### src/rtl/piso_shift_ctrl.sv
// Parallel-in/serial-out shifter that streams one word per valid/ready handshake.
// Bit order is set by MSB_FIRST, and back-to-back words are supported without gaps.
module piso_shift_ctrl #(
  parameter int WIDTH     = 4,
  parameter bit MSB_FIRST = 1'b0,
  parameter int CNT_W     = $clog2(WIDTH)
) (
  input  logic             clk,
  input  logic             reset,
  input  logic             enable,
  input  logic [WIDTH-1:0] data,
  input  logic             load_valid,
  output logic             load_ready,
  output logic             out,
  output logic             out_valid,
  output logic             last,
  output logic             busy
);

  typedef enum logic {
    IDLE  = 1'b0,
    SHIFT = 1'b1
  } state_t;

  localparam logic [CNT_W-1:0] CNT_FIRST = CNT_W'(WIDTH - 1);
  localparam logic [CNT_W-1:0] CNT_ZERO  = '0;
  localparam logic [CNT_W-1:0] CNT_ONE   = CNT_W'(1);

  state_t           state;
  logic [WIDTH-1:0] sr;
  logic [WIDTH-1:0] sr_shifted;
  logic [CNT_W-1:0] cnt;
  logic             final_bit;
  logic             accept;

  assign final_bit = (cnt == CNT_ZERO);

  // The final bit of a word can be replaced by a new word on the same edge,
  // which is what allows words to follow each other with no idle cycle.
  assign load_ready = (state == IDLE) || ((state == SHIFT) && final_bit && enable);
  assign accept     = load_valid && load_ready;

  assign busy      = (state == SHIFT);
  assign out_valid = busy;
  assign out       = out_valid ? (MSB_FIRST ? sr[WIDTH-1] : sr[0]) : 1'b0;
  assign last      = out_valid && final_bit;

  always_comb begin
    sr_shifted = sr;
    if (MSB_FIRST) begin
      sr_shifted = {sr[WIDTH-2:0], 1'b0};
    end else begin
      sr_shifted = {1'b0, sr[WIDTH-1:1]};
    end
  end

  always_ff @(posedge clk) begin
    if (reset) begin
      state <= IDLE;
      sr    <= '0;
      cnt   <= '0;
    end else if (accept) begin
      state <= SHIFT;
      sr    <= data;
      cnt   <= CNT_FIRST;
    end else if (state == SHIFT && enable) begin
      if (!final_bit) begin
        sr  <= sr_shifted;
        cnt <= cnt - CNT_ONE;
      end else begin
        state <= IDLE;
        sr    <= '0;
      end
    end
  end

endmodule

### config.mk
export PLATFORM = sky130hd
export DESIGN_NAME = piso_shift_ctrl
export DESIGN_NICKNAME = d
export VERILOG_FILES = /design/src/rtl/piso_shift_ctrl.sv
export SDC_FILE = /design/constraint.sdc
export NUM_CORES = 1
export LEC_CHECK = 0
export BUFFER_PORTS_ARGS = -buffer_cell sky130_fd_sc_hd__buf_4
export CAP_MARGIN = 40
export CELL_PAD_IN_SITES_DETAIL_PLACEMENT = 1
export CELL_PAD_IN_SITES_GLOBAL_PLACEMENT = 2
export CORE_MARGIN = 3
export CORE_UTILIZATION = 27
export CTS_BUF_LIST = sky130_fd_sc_hd__clkbuf_8
export DETAILED_ROUTE_END_ITERATION = 8
export PLACE_DENSITY = 0.84
export SETUP_SLACK_MARGIN = 0.2
export SYNTH_ARGS = -nofsm -noshare
export SYNTH_HDL_FRONTEND = slang
export SYNTH_SLANG_ARGS = --single-unit
### constraint.sdc
create_clock -name clk -period 1.29 [get_ports clk]
set_input_delay 0.129 -clock clk [delete_from_list [all_inputs] [get_ports clk]]
set_output_delay 0.129 -clock clk [all_outputs]
set_load 0.05 [all_outputs]
==> run metrics <==
RSZ-0062 raised after global routing yes; hold buffers post-CTS 0; failing checks setup timing; worst rel slew slack 80.3%; H-tree depth 1; highest metal used met4; CTS sink count 7; Seq cells post-synth 7; crit end category output port; GPL Wtd Cong 0.708; DRT iter0 DRCs 1; syn_area_per_cell 8.91 sq um; Port Buffers 12; synth warn 0; P&R area growth vs syn 62.3%; post-synthesis sequential area ratio 30.9%; Synth Instances 51; number of diodes 0; DIE AREA 2210 sq um; total grt overflow 0; setup violators final 2; site row count 14; Metal-1 WL 591 microns; status finished with violations; largest net degree at the start of global routing 12; synthesized cell area 454 sq um; DR WL met2 642 microns; Initial Utilization 29.5%; Routed WL per cell 15.2 microns; Fillers 180; P_leak 0.309 nW; post-route setup slack -0.0182 ns; Worst Setup Start Kind flop; Via density 5.52; TritonRoute pass-1 iters 2; final WL 1.33 mm; post-layout minimum cycle time 1.31 ns; vias in the first global route 452; cts bufs inserted 3; Power Density 1150 nW/um^2; share of layout cells above drive strength 1 61.1%; gr usage total 14.4%; CTS tree built; pre-CTS setup slack 0.0508 ns; Final Hold Violating Endpoints 0; Slew Viols, Final 0; max cap viols 0; CTS root buf clkbuf_8; boundary pin count 13; post-DP HPWL 864 microns; Worst Path Required 1.16 ns; Die H 47.0 microns; Post-route DRC 0; Util after Layout 47.8%; Final period util 101%; Worst Clk Skew 0.000811 ns; Slew @ Worst Pin 0.296 ns; Longest Clk Path Bufs 2; CP max FO 6; Post-layout nets 82; worst ir drop on vdd 0.598 mV; Hold Crit Class in2reg; number of distinct library cells after synthesis 23; Crit Path Category reg2out; Core ar. 1540 sq um; routed vias 486; first-pass GRT wire length 2.11 mm; WL met3 89 microns; setup TNS -0.0193 ns; Critical Path AT 1.18 ns; die width 47.0 microns; clk_lat worst skew 0.23 ns; Post-DRT Antenna Nets 0; fmax 764 MHz; Reg clk slew, reported paths 0.04 ns; initial antenna violation count 0; syn_nets 60
## cells by family (layout without fill, tap and decap cells)
logic type                 count (synthesis)  in the layout  share of synthesized area, %
AOI/OAI and AO/OA                         17             17                          32.8
adders and majority gates                  1              1                          2.75
buffers and inverters                      9             30                          11.8
DFF                                        7              7                          30.9
muxes                                      1              1                          2.20
and+or+nand+nor                           16             16                          19.6
## metal layers
| metal | global-route usage, % | vias up |
|---|---|---|
| li1 | - | 231 |
| met1 | 17.2 | 239 |
| met2 | 22.8 | 14 |
| met3 | 6.90 | 2 |
| met4 | 4.97 | 0 |
| met5 | 0 | - |
## cell usage after synthesis
| master | instances | share of area (%) |
|---|---|---|
| a2111oi_2 | 3 | 9.9 |
| a211oi_1 | 6 | 9.9 |
| a21bo_2 | 1 | 2.2 |
| a21oi_1 | 2 | 2.2 |
| a221oi_1 | 1 | 1.9 |
| a32oi_1 | 1 | 1.9 |
| a41o_1 | 1 | 2.2 |
| and2_1 | 3 | 4.1 |
| and2_2 | 1 | 1.7 |
| and3_2 | 3 | 5.0 |
| buf_2 | 1 | 1.1 |
| buf_4 | 1 | 1.7 |
| buf_6 | 2 | 5.0 |
| dfxtp_1 | 7 | 31 |
| ha_1 | 1 | 2.8 |
| inv_1 | 5 | 4.1 |
| mux2i_1 | 1 | 2.2 |
| nand2_1 | 1 | 0.83 |
| nand3b_1 | 1 | 1.7 |
| nor2_1 | 6 | 5.0 |
| nor2b_1 | 1 | 1.4 |
| o21ai_0 | 1 | 1.1 |
| o22ai_1 | 1 | 1.4 |
## critical path: stages (launching register included)
cell,delay [ns]
dfxtp_2,0.31
inv_2,0.08
ha_4,0.18
clkinvlp_4,0.12
nor2_4,0.10
buf_8,0.15
## registers in the layout (all words and copies together), names as in the netlist
| register | cells |
|---|---|
| cnt | 2 |
| busy | 1 |
| sr | 4 |
## cells in the final DEF, fill, tap and decap left out, types with 2 or more instances in the layout
| master | instances |
|---|---|
| buf_8 | 2 |
| and2_1 | 2 |
| and2_2 | 2 |
| nor2_1 | 5 |
| inv_1 | 4 |
| a211oi_2 | 2 |
| buf_6 | 3 |
| buf_4 | 16 |
| clkbuf_8 | 3 |
| and3_2 | 3 |
| dfxtp_1 | 5 |
| a211oi_1 | 3 |
| a2111oi_2 | 3 |
| a21oi_1 | 2 |
## final timing paths
path	slack, ns	endpoint	start	cells past startpoint
max	-0.02	last	cnt[0]	5
min	0.13	busy	reset	2
max reg2reg	0.03	sr[2]	cnt[0]	6
min reg2reg	0.50	cnt[1]	cnt[1]	2
## power breakdown
part | total (mW) | internal [mW] | leakage, nW | switching [mW]
combinational | 0.286 | 0.139 | 0.223 | 0.147
sequential | 0.255 | 0.237 | 0.0590 | 0.0176
clock | 0.309 | 0.206 | 0.0269 | 0.102
## cell type report
| type | instances | area, sq um | area share [%] |
|---|---|---|---|
| clock buffers | 3 | 41.3 | 5.60 |
| clock inverters | 1 | 3.75 | 0.509 |
| inverters | 5 | 22.5 | 3.06 |
| multi-input cells | 35 | 320 | 43.5 |
| well taps | 16 | 20.0 | 2.72 |
| repair buffers | 21 | 184 | 25.0 |
| flip-flops and latches | 7 | 145 | 19.7 |
## timing repair
item / 4_1_cts / 5_1_grt
resized for setup: 6 / 6
pin swaps: 7 / 3
buffers inserted: 8 / 1
setup endpoints to repair: 9 / 11
## stage by stage
step	hold slack [ns]	instance area (sq um)	total power, mW	instances
after floorplan	0.188	502	0.422	51
after global placement	0.374	577	0.471	75
after detailed placement	0.377	577	0.474	75
after CTS	0.136	707	0.841	87
after global routing	0.153	737	0.894	88
final	0.133	737	0.850	88
(Power assumes the default switching activity.)
